`src/rtl/cnn_seq_pkg.sv`:
```
// Shared types and constants for the CNN stage sequencer: FSM states, index
// width helper and the default per-layer cycle budgets of the LeNet chain.
package cnn_seq_pkg;

  typedef enum logic [1:0] {
    IDLE,
    RUN,
    DONE,
    FLUSH
  } seq_state_e;

  function automatic int idx_width(input int n);
    return (n > 1) ? $clog2(n) : 1;
  endfunction

  // Budgets roughly track the output-pixel count of each LeNet layer
  localparam logic [19:0] C1_BUDGET    = 20'd4704;
  localparam logic [19:0] TANH1_BUDGET = 20'd4704;
  localparam logic [19:0] AP1_BUDGET   = 20'd1176;
  localparam logic [19:0] C2_BUDGET    = 20'd1600;
  localparam logic [19:0] TANH2_BUDGET = 20'd1600;
  localparam logic [19:0] AP2_BUDGET   = 20'd400;
  localparam logic [19:0] C3_BUDGET    = 20'd120;
  localparam logic [19:0] TANH3_BUDGET = 20'd120;

  localparam logic [8*20-1:0] LENET_BUDGETS = {
    TANH3_BUDGET, C3_BUDGET, AP2_BUDGET, TANH2_BUDGET,
    C2_BUDGET, AP1_BUDGET, TANH1_BUDGET, C1_BUDGET
  };

endpackage

```
`src/rtl/cnn_stage_sequencer_timer.sv`:
```
// Loadable per-stage down-counter. Expires on the edge that completes the
// loaded number of active cycles; a zero budget counts as one cycle unless
// the stage waits on its done flag, in which case the timer never expires.
module stage_timer #(
  parameter int CNT_W = 20
) (
  input  logic             clk,
  input  logic             reset,
  input  logic             load,
  input  logic [CNT_W-1:0] load_val,
  input  logic             wait_on_zero,
  output logic             expired
);

  logic [CNT_W-1:0] cnt;
  logic             hold;

  // Count saturates at 1 so expiry stays asserted until the next load
  always_ff @(posedge clk or negedge reset) begin
    if (!reset) begin
      cnt  <= '0;
      hold <= 1'b1;
    end else if (load) begin
      cnt  <= (load_val == '0) ? CNT_W'(1) : load_val;
      hold <= wait_on_zero && (load_val == '0);
    end else if (cnt > CNT_W'(1)) begin
      cnt <= cnt - CNT_W'(1);
    end
  end

  assign expired = !hold && (cnt == CNT_W'(1));

endmodule

```
`src/rtl/cnn_stage_sequencer.sv`:
```
// Releases the resets of N_STAGES pipeline stages in order, each stage
// advancing on a fixed budget or on its done flag with the budget as timeout.
module cnn_stage_sequencer
  import cnn_seq_pkg::*;
#(
  parameter int N_STAGES = 8,
  parameter int CNT_W    = 20,
  parameter int IDX_W    = idx_width(N_STAGES)
) (
  input  logic                      clk,
  input  logic                      reset,
  input  logic                      start,
  input  logic                      abort,
  input  logic [N_STAGES*CNT_W-1:0] budget,
  input  logic [N_STAGES-1:0]       use_done,
  input  logic [N_STAGES-1:0]       stage_done,
  output logic [N_STAGES-1:0]       stage_rst,
  output logic [IDX_W-1:0]          cur_stage,
  output logic                      busy,
  output logic                      seq_done,
  output logic                      timeout,
  output logic [IDX_W-1:0]          timeout_stage
);

  localparam logic [IDX_W-1:0] LAST = IDX_W'(N_STAGES - 1);

  seq_state_e            state_q, state_d;
  logic                  mode_q;
  logic                  expired;
  logic                  stage_complete;
  logic                  stage_timed_out;
  logic                  load;
  logic [IDX_W-1:0]      load_idx;
  logic [CNT_W-1:0]      load_val;
  logic [IDX_W-1:0]      cur_d;
  logic [IDX_W-1:0]      tstage_d;
  logic [N_STAGES-1:0]   rst_d;
  logic                  busy_d;
  logic                  seq_done_d;
  logic                  timeout_d;

  // Outside RUN every load is the stage-0 load of a fresh sequence
  assign load_idx = (state_q == RUN && cur_stage != LAST) ? cur_stage + IDX_W'(1) : '0;
  assign load_val = budget[int'(load_idx)*CNT_W +: CNT_W];

  assign stage_complete  = (state_q == RUN) && (expired || (mode_q && stage_done[cur_stage]));
  assign stage_timed_out = (state_q == RUN) && mode_q && expired && !stage_done[cur_stage];

  stage_timer #(
    .CNT_W(CNT_W)
  ) u_timer (
    .clk         (clk),
    .reset       (reset),
    .load        (load),
    .load_val    (load_val),
    .wait_on_zero(use_done[load_idx]),
    .expired     (expired)
  );

  always_ff @(posedge clk or negedge reset) begin
    if (!reset) state_q <= IDLE;
    else        state_q <= state_d;
  end

  // Abort overrides everything, including a start in the same cycle
  always_comb begin
    state_d = state_q;
    if (abort) begin
      state_d = IDLE;
    end else begin
      case (state_q)
        IDLE:    if (start) state_d = RUN;
        RUN:     if (stage_complete && cur_stage == LAST) state_d = DONE;
        DONE:    if (start) state_d = FLUSH;
        FLUSH:   state_d = RUN;
        default: state_d = IDLE;
      endcase
    end
  end

  always_comb begin
    load      = 1'b0;
    cur_d     = cur_stage;
    timeout_d = timeout;
    tstage_d  = timeout_stage;
    if (!abort) begin
      if ((state_q == IDLE && start) || state_q == FLUSH) begin
        load      = 1'b1;
        timeout_d = 1'b0;
        tstage_d  = '0;
      end else if (stage_complete && cur_stage != LAST) begin
        load  = 1'b1;
        cur_d = cur_stage + IDX_W'(1);
      end
      if (stage_timed_out) begin
        timeout_d = 1'b1;
        if (!timeout) tstage_d = cur_stage;
      end
    end
    if (state_d != RUN && state_d != DONE) cur_d = '0;

    busy_d     = (state_d == RUN) || (state_d == FLUSH);
    seq_done_d = (state_d == DONE) && (state_q == RUN);

    rst_d = '1;
    if (state_d == DONE) begin
      rst_d = '0;
    end else if (state_d == RUN) begin
      for (int j = 0; j < N_STAGES; j++) rst_d[j] = (j > int'(cur_d));
    end
  end

  always_ff @(posedge clk or negedge reset) begin
    if (!reset) begin
      stage_rst     <= '1;
      cur_stage     <= '0;
      busy          <= 1'b0;
      seq_done      <= 1'b0;
      timeout       <= 1'b0;
      timeout_stage <= '0;
      mode_q        <= 1'b0;
    end else begin
      stage_rst     <= rst_d;
      cur_stage     <= cur_d;
      busy          <= busy_d;
      seq_done      <= seq_done_d;
      timeout       <= timeout_d;
      timeout_stage <= tstage_d;
      if (load) mode_q <= use_done[load_idx];
    end
  end

endmodule

```
`config.mk`:
```
export PLATFORM = sky130hd
export DESIGN_NAME = cnn_stage_sequencer
export DESIGN_NICKNAME = d
export VERILOG_FILES = /design/src/rtl/cnn_seq_pkg.sv /design/src/rtl/cnn_stage_sequencer_timer.sv /design/src/rtl/cnn_stage_sequencer.sv
export SDC_FILE = /design/constraint.sdc
export NUM_CORES = 1
export LEC_CHECK = 0
export ABC_AREA = 1
export BUFFER_PORTS_ARGS = -buffer_cell sky130_fd_sc_hd__buf_2
export CAP_MARGIN = 30
export CORE_ASPECT_RATIO = 0.7
export CORE_MARGIN = 2
export CORE_UTILIZATION = 51
export CTS_BUF_LIST = sky130_fd_sc_hd__clkbuf_8
export CTS_CLUSTER_SIZE = 30
export DETAILED_ROUTE_END_ITERATION = 6
export GPL_TIMING_DRIVEN = 0
export PLACE_DENSITY = 0.9
export SYNTH_ARGS = -nofsm -noshare
export SYNTH_HDL_FRONTEND = slang
export SYNTH_SLANG_ARGS = --single-unit
```
`constraint.sdc`:
```
create_clock -name clk -period 4.35 [get_ports clk]
set_clock_uncertainty 0.05 [all_clocks]
set_input_delay 0.435 -clock clk [delete_from_list [all_inputs] [get_ports clk]]
set_output_delay 0.435 -clock clk [all_outputs]
set_load 0.005 [all_outputs]
```
==> results of run 1 <==
[layout make-up]
class,instances,area share (%)
repair buffers,196,16.72
inverters,181,11.62
clock inverters,3,0.2133
well taps,124,2.644
plain buffers,47,4.116
clock buffers,5,1.173
flip-flops and latches,40,17.25
multi-input cells,554,46.26
[worst max-delay path, stage by stage, from the launching register on]
cell	delay, ns
dfrtp_1	0.44
nor2_1	0.17
nand2_1	0.11
nor2_2	0.16
nand2_1	0.11
nor3_2	0.14
nand3_1	0.13
nand2_2	0.14
nand2_1	0.09
a21oi_1	0.24
inv_1	0.07
ha_1	0.32
inv_1	0.13
nand2_1	0.09
nor2_1	0.17
nand2_1	0.10
nor2_1	0.10
nor2_1	0.05
[cell usage after synthesis, types with 2 or more instances]
master	count	area (um^2)
buf_4	6	45.04
nor2_2	2	12.51
buf_2	22	110.1
nand4_1	61	381.6
nor3_1	5	25.02
xnor2_1	5	43.79
nand2_1	209	784.5
dfstp_2	9	236.5
buf_6	2	22.52
nand3_1	135	675.7
ha_1	6	75.07
o21ai_0	16	80.08
nor3_2	2	20.02
o221ai_1	2	17.52
o21ai_1	4	20.02
clkbuf_1	14	52.55
nand2_2	3	18.77
o211ai_2	3	37.54
a21oi_1	20	100.1
o211ai_1	4	30.03
inv_1	176	660.6
nor2_1	59	221.5
inv_2	4	15.01
xor2_1	6	52.55
dfrtp_1	31	775.7
buf_1	3	11.26
[sequential cells by signal (all words and copies together), names as in the netlist]
| name | count |
|---|---|
| seq_done | 1 |
| state_q | 2 |
| timeout | 1 |
| cur_stage | 3 |
| u_timer.cnt | 20 |
| mode_q | 1 |
| timeout_stage | 3 |
| u_timer.hold | 1 |
| stage_rst | 8 |
[metal layers]
metal | track usage [%] | up-vias | wire (um)
met5 | 0 | - | 0
met4 | 7.558 | 0 | 316
met3 | 10.38 | 36 | 2373
met2 | 48.66 | 417 | 6719
met1 | 45.63 | 2755 | 7133
li1 | - | 3011 | -
[logic make-up (layout without fill, tap and decap cells)]
family | count (synthesis) | in the layout | synth area share (%)
simple gates | 481 | 481 | 47.34
buf+inv | 228 | 432 | 19.86
compound gates | 56 | 56 | 7.347
flops | 40 | 40 | 21.77
xor+xnor | 11 | 11 | 2.072
fa+ha+maj | 6 | 6 | 1.615
[stage by stage]
step	total power, uW	area, um^2	std cells	setup slack [ns]	utilization, %
2_1_floorplan	893.3	4649	822	1.973	-
3_3_place_gp	1089	5786	1142	1.597	64.55
3_5_place_dp	1099	5786	1142	1.575	64.55
4_1_cts	1339	5867	1150	1.534	65.46
5_1_grt	1454	5867	1150	1.168	65.46
6_report	1348	5867	1150	1.481	65.46
[power by group through the flow]
stage / clock [uW] / sequential (uW) / combinational [uW]
4_1_cts: 241 / 502 / 596
5_1_grt: 256 / 512 / 686
2_1_floorplan: 0 / 493 / 401
6_report: 236 / 504 / 608
3_5_place_dp: 0 / 507 / 592
3_3_place_gp: 0 / 505 / 584
[final timing paths]
path / from / end
max in group asynchronous: reset / cur_stage[0]
min: reset / timeout
min reg2reg: u_timer.hold / u_timer.hold
max: u_timer.cnt[10] / stage_rst[7]
min in group clk: abort / timeout_stage[2]
max reg2reg: u_timer.cnt[10] / stage_rst[7]
==> impl_metrics.csv, run 1 <==
group,metric,value,unit
worst_setup_path,crit_type,"register to register",
timing,worst_pin_slew,0.8840,ns
worst_setup_path,crit_path_end_kind,"register",
placed_design,numPortBuffers,196,
placed_design,hpwl,13.53,mm
floorplan,rows,29,
worst_setup_path,cp_max_fo,6,
yosys,synthFlopType,"dfrtp_1",
cts,clock-sinks,40,
power,p_per_area,229.8,mW/mm^2
yosys,avgSynthCellArea,5.656,um^2
layout,layout-drive-gt1-share,25.24,%
timing,finalSetupViolCount,0,
detailed_routing,first_iter_violations,621,
floorplan,io_pins,197,
global_routing,grt_max_degree,41,
global_routing,antenna_found_initial,0,
power,pwr-share-seq,37.4,%
cts,cts_buffers,5,
timing,max_slew_margin,41.07,%
cts,clockBufferDepth,2,
layout,diodes,0,
power,vdd_ir_drop_max,0.0001858,V
timing,period_share,65.95,%
global_routing,grt_pass1_vias,5539,
worst_setup_path,startpoint_type,"register",
timing,post-route-min-period,2.869,ns
worst_setup_path,cp.arrival,3.05,ns
detailed_routing,vias_per_cell,5.408,
power,switching_share,40.81,%
layout,multi_input_area,0.002714,mm^2
floorplan,start_util,51.88,%
detailed_routing,wl_per_cell,14.39,um
layout,areaGrowthSynthToFinish,26.18,%
worst_setup_path,ff2ff_setup_slack,1.48,ns
cts,cts_resized,0,
cts,cts.clk_slew.worst_paths,0.08,ns
cts,cts_tree,"yes",
timing,holdWs,0.2024,ns
layout,layout_common_cells,"buf_2, nand2_1, inv_1",
power,p_sw,550.2,uW
power,clockPowerShare,17.5,%
detailed_routing,dr.pass1.iters,5,
layout,seq_area,0.001012,mm^2
timing,hold_violations,0,
timing,drv_slew,0,
status,outcome,"finished clean",
power,pwr-share-comb,45.1,%
cts,htreeDepth,2,
global_routing,grt_pass1_wl,26.03,mm
worst_setup_path,rr_worst_depth,17,
yosys,ys_seq_elements,40,
cts,cts_hold_buf,0,
yosys,syn_area,0.004649,mm^2
placed_design,gp_congestion,1.011,
floorplan,fp.dieH,83.89,um
yosys,syn_inst,822,
timing,timing.fmax,348.6,MHz
floorplan,core_area,0.008962,mm^2
timing,rsz0062_at_grt,"no",
timing,timing.setup.tns,0,ns
floorplan,die_w,118.1,um
global_routing,grt_usage,32.57,%
layout,nets,1211,
detailed_routing,drc_errors,0,
cts,root_buffer,"clkbuf_8",
layout,fillers,858,
yosys,ys_seq_area_share,21.77,%
detailed_routing,ant_nets,0,
yosys,synth_fp_nets,1008,
worst_setup_path,critical_path_required,4.53,ns
detailed_routing,routed_wl,16.54,mm
cts,clk_latency,0.30,ns
run,cap_violations,0,
layout,final_common_cell,"buf_2",
yosys,ys_types,39,
cts,post_cts.repair.setup_buffers,0,
detailed_routing,routed-via-count,6219,
yosys,postSynth.asyncResetShare,100.0,%
power,power.leakage,0.003565,uW
worst_hold_path,hp-class,"input port to async pin",
global_routing,overflow,0,
yosys,synth_edf_count,0,
power,power.internal,797.9,uW
floorplan,fp.dieArea,0.009909,mm^2
yosys,yosysWarnings,0,
(Power assumes the default switching activity.)
==> run 2, diff against run 1 <==
- CORE_UTILIZATION: 51 -> 50
- PLACE_DENSITY: 0.9 -> 0.88
- clock period: 4.35 -> 3 ns (I/O delays scaled with it)
==> impl_metrics.csv, run 2 (synthesis gave the netlist of run 1 again) <==
group,metric,value,unit
timing,hold_violations,0,
floorplan,fp.dieH,84.68,um
layout,diodes,0,
worst_setup_path,startpoint_type,"register",
detailed_routing,vias_per_cell,5.330,
worst_hold_path,hp-class,"input port to async pin",
worst_setup_path,cp.arrival,3.04,ns
cts,clockBufferDepth,2,
detailed_routing,drc_errors,0,
layout,final_common_cell,"buf_2",
cts,root_buffer,"clkbuf_8",
cts,cts.clk_slew.worst_paths,0.08,ns
global_routing,grt_pass1_wl,26.92,mm
power,power.leakage,0.003570,uW
layout,layout-drive-gt1-share,26.22,%
cts,cts_resized,0,
floorplan,die_w,119.3,um
cts,cts_hold_buf,0,
layout,nets,1211,
worst_setup_path,cp_max_fo,10,
cts,htreeDepth,2,
floorplan,io_pins,197,
placed_design,hpwl,13.68,mm
placed_design,numPortBuffers,196,
timing,timing.setup.tns,0,ns
global_routing,grt_pass1_vias,5610,
placed_design,placedCellCount,1142,
detailed_routing,routed_wl,16.94,mm
global_routing,grt_max_degree,41,
detailed_routing,routed-via-count,6129,
layout,areaGrowthSynthToFinish,26.88,%
run,cap_violations,0,
floorplan,start_util,51.46,%
cts,cts_buffers,5,
floorplan,rows,29,
layout,regMostFlops,"u_timer.cnt",
layout,layout_common_cells,"buf_2, nand2_1, inv_1",
cts,clock-sinks,40,
detailed_routing,ant_nets,0,
timing,rsz0062_at_grt,"no",
placed_design,gp_congestion,0.9522,
status,outcome,"finished clean",
worst_setup_path,crit_path_end_kind,"register",
floorplan,fp.dieArea,0.01010,mm^2
global_routing,grt_usage,33.24,%
layout,instances_no_fill,1150,
floorplan,core_area,0.009035,mm^2
timing,finalSetupViolCount,0,
power,p_per_area,337.2,mW/mm^2
cts,post_cts.repair.setup_buffers,0,
timing,worst_pin_slew,0.8886,ns
timing,drv_slew,0,
timing,post-route-min-period,2.861,ns
layout,largest_register_ff_count,20,
global_routing,antenna_found_initial,0,
global_routing,overflow,0,
power,vdd_ir_drop_max,0.0002115,V
timing,timing.fmax,349.6,MHz
timing,holdWs,0.07173,ns
worst_setup_path,critical_path_required,3.18,ns
layout,reg.largest.list,"u_timer.cnt x20, stage_rst x8",
detailed_routing,wl_per_cell,14.73,um
timing,period_share,95.35,%
detailed_routing,dr.pass1.iters,5,
detailed_routing,first_iter_violations,679,
cts,clk_latency,0.29,ns
cts,cts_tree,"yes",
timing,max_slew_margin,40.76,%
worst_setup_path,crit_type,"register to register",
==> run 2: critical path, stage by stage (launching register included) <==
cell	delay, ns
dfrtp_1	0.42
ha_1	0.22
ha_1	0.24
inv_2	0.14
buf_2	0.25
buf_2	0.29
nand4_1	0.16
nand3_1	0.13
nand3_1	0.10
nand2_1	0.13
nand2_1	0.06
nor2_1	0.13
nand3_1	0.12
o21bai_1	0.21
nand2_1	0.07
nand2_1	0.06
==> run 2: per-layer routing <==
layer	vias to the layer above	track usage [%]	wire, um
met5	-	0	0
met2	383	49.90	6977
li1	3014	-	-
met4	0	5.195	165
met1	2712	47.40	7356
met3	20	10.94	2436
==> run 2: worst paths after layout <==
check	startpoint	end	slack (ns)	depth (start not counted)
max	cur_stage[0]	u_timer.cnt[0]	0.14	15
min reg2reg	u_timer.hold	u_timer.hold	0.44	2
max reg2reg	cur_stage[0]	u_timer.cnt[0]	0.14	15
min in group clk	abort	state_q[1]	0.22	2
max in group asynchronous	reset	timeout_stage[2]	2.27	1
min	reset	u_timer.cnt[5]	0.07	1
==> run 2: power by group <==
group / switching, uW / total [uW] / internal [uW]
logic: 534 / 896 / 362
clock network: 196 / 358 / 162
registers: 92.9 / 735 / 642
total: 823 / 1990 / 1170
==> run 2: per-stage QoR <==
stage                     cell area (um^2)  power, uW  worst slack (ns)  util (%)
after floorplan                       4649       1295            0.6234         -
after CTS                             5873       1957            0.1196     65.00
after detailed placement              5786       1597            0.1692     64.04
after global placement                5786       1585            0.2207     64.04
final                                 5899       1989            0.1394     65.30
after global routing                  5899       2151          0.007821     65.30
==> run 2: final cells by class <==
cell class,instances,area [um^2]
Tap cell,124,155.1
Timing Repair Buffer,196,980.9
Sequential cell,40,1012
Multi-Input combinational cell,554,2733
Clock buffer,5,68.82
Fill cell,885,3136
Buffer,47,246.5
Clock inverter,3,18.77
Inverter,181,684.4
==> run 3, diff against run 2 <==
- CORE_MARGIN: 2 -> 5
==> impl_metrics.csv, run 3 (synthesis gave the netlist of run 1 again) <==
group,metric,value,unit
detailed_routing,routed-via-count,6222,
power,vdd_ir_drop_max,0.0002478,V
power,p_sw,853.1,uW
global_routing,overflow,0,
floorplan,die_w,125.3,um
layout,largest_register_ff_count,20,
timing,timing.fmax,360.1,MHz
power,power.internal,1280,uW
timing,rsz0062_at_grt,"no",
layout,final_common_cell,"buf_2",
global_routing,grt_pass1_vias,5688,
timing,timing.setup.tns,0,ns
layout,diodes,0,
floorplan,fp.dieArea,0.01136,mm^2
worst_setup_path,slowest_stage,"clkbuf_1",
timing,holdWs,0.05117,ns
cts,clk_latency,0.31,ns
cts,cts.clk_slew.worst_paths,0.08,ns
power,p_per_area,358.4,mW/mm^2
floorplan,io_pins,197,
detailed_routing,wl_per_cell,15.40,um
worst_setup_path,crit_type,"register to register",
cts,cts_buffers,5,
cts,cts_hold_buf,0,
cts,htreeDepth,2,
status,outcome,"finished clean",
detailed_routing,ant_nets,0,
floorplan,rows,29,
worst_setup_path,startpoint_type,"register",
layout,reg.largest.list,"u_timer.cnt x20, stage_rst x8",
detailed_routing,drc_errors,0,
layout,areaGrowthSynthToFinish,28.01,%
power,power.leakage,0.003590,uW
worst_setup_path,crit_path_cell_trace,"ha_1 > ha_1 > inv_2 > nand3_4 > clkbuf_1 > nand2_1 > nand3_1 > nand3_1 > nand2_1 > nand2_1 > nor2_1 > nand2_1 > o21bai_1 > nand2_1 > nand2_1",
worst_setup_path,crit_path_end_kind,"register",
global_routing,grt_max_degree,41,
floorplan,start_util,51.26,%
global_routing,grt_usage,29.67,%
detailed_routing,vias_per_cell,5.396,
floorplan,fp.dieH,90.68,um
worst_setup_path,critical_path_required,3.21,ns
worst_setup_path,cp_max_fo,10,
timing,hold_violations,0,
detailed_routing,dr.pass1.iters,7,
power,pwr-share-comb,42.5,%
cts,cts_tree,"yes",
placed_design,hpwl,14.32,mm
layout,layout_common_cells,"buf_2, nand2_1, inv_1",
cts,root_buffer,"clkbuf_8",
worst_hold_path,hp-class,"input port to async pin",
layout,regMostFlops,"u_timer.cnt",
timing,max_slew_margin,41.47,%
worst_setup_path,cp.arrival,2.98,ns
timing,finalSetupViolCount,0,
worst_setup_path,crit_top_cell,"nand2_1",
cts,clockBufferDepth,2,
placed_design,gp_congestion,0.9849,
floorplan,core_area,0.009071,mm^2
detailed_routing,first_iter_violations,723,
timing,worst_pin_slew,0.8779,ns
global_routing,antenna_found_initial,0,
layout,layout-drive-gt1-share,26.43,%
timing,period_share,92.58,%
placed_design,numPortBuffers,196,
detailed_routing,routed_wl,17.75,mm
timing,post-route-min-period,2.777,ns
worst_setup_path,max_stage_delay,0.50,ns
power,clockPowerShare,22.6,%
cts,clock-sinks,40,
timing,drv_slew,0,
power,switching_share,39.99,%
power,pwr-share-seq,34.8,%
layout,nets,1214,
global_routing,grt_pass1_wl,27.63,mm
run,cap_violations,0,
==> run 3: changes by cell type in the layout (fill, tap and decap cells not counted), sizes merged <==
cell and delta:
bufinv +1, clkinv -2, buf +4
==> run 3: through the flow <==
step	util, %	total power, uW	setup WS (ns)	cell area, um^2	std cells
4_1_cts	65.12	2096	0.1063	5907	1150
3_5_place_dp	63.78	1607	0.1294	5786	1142
6_report	65.61	2133	0.2227	5952	1153
5_1_grt	65.61	2272	0.01680	5952	1153
3_3_place_gp	63.78	1583	0.2286	5786	1142
2_1_floorplan	-	1295	0.6234	4649	822
==> run 3: metal layers <==
layer	routed length [um]	global-route usage [%]
met2	7440	43.25
met5	0	0
met3	2431	10.87
met4	289	6.047
met1	7593	42.07
==> run 3: repair_timing <==
| action | in CTS | in global routing |
|---|---|---|
| endpoints found under the setup margin | 0 | 7 |
| setup buffers | 0 | 3 |
| gates resized for setup | 0 | 9 |
==> run 3: area by class of cell <==
class | count | area [um^2]
Timing Repair Buffer | 199 | 1003
Clock buffer | 6 | 82.58
Clock inverter | 2 | 38.79
Multi-Input combinational cell | 554 | 2735
Tap cell | 124 | 155.1
Fill cell | 897 | 3119
Sequential cell | 40 | 1013
Inverter | 181 | 681.9
Buffer | 47 | 241.5
==> run 3: power by group through the flow <==
stage               Sequential, uW  Clock, uW  Combinational, uW
floorplan                      714          0                581
finish                         743        483                907
CTS                            730        491                874
detailed placement             739          0                868
global placement               738          0                845
global route                   748        513               1010
==> run 3: critical path, delay by kind of cell, from the launching register on <==
| family | cells | cell delay [ns] |
|---|---|---|
| AOI/OAI and AO/OA | 1 | 0.19 |
| adders and majority gates | 2 | 0.41 |
| buffers and inverters | 2 | 0.60 |
| DFF | 1 | 0.40 |
| and+or+nand+nor | 10 | 1.05 |
==> run 3: final timing paths <==
check / start / end / slack, ns / cells after the start
worst min register to register: u_timer.hold / u_timer.hold / 0.44 / 2
max in group asynchronous: reset / u_timer.cnt[10] / 2.24 / 1
worst min-delay path: reset / u_timer.cnt[16] / 0.05 / 1
min in group clk: abort / timeout_stage[1] / 0.22 / 3
worst max register to register: cur_stage[1] / u_timer.cnt[0] / 0.22 / 15
worst max-delay path: cur_stage[1] / u_timer.cnt[0] / 0.22 / 15
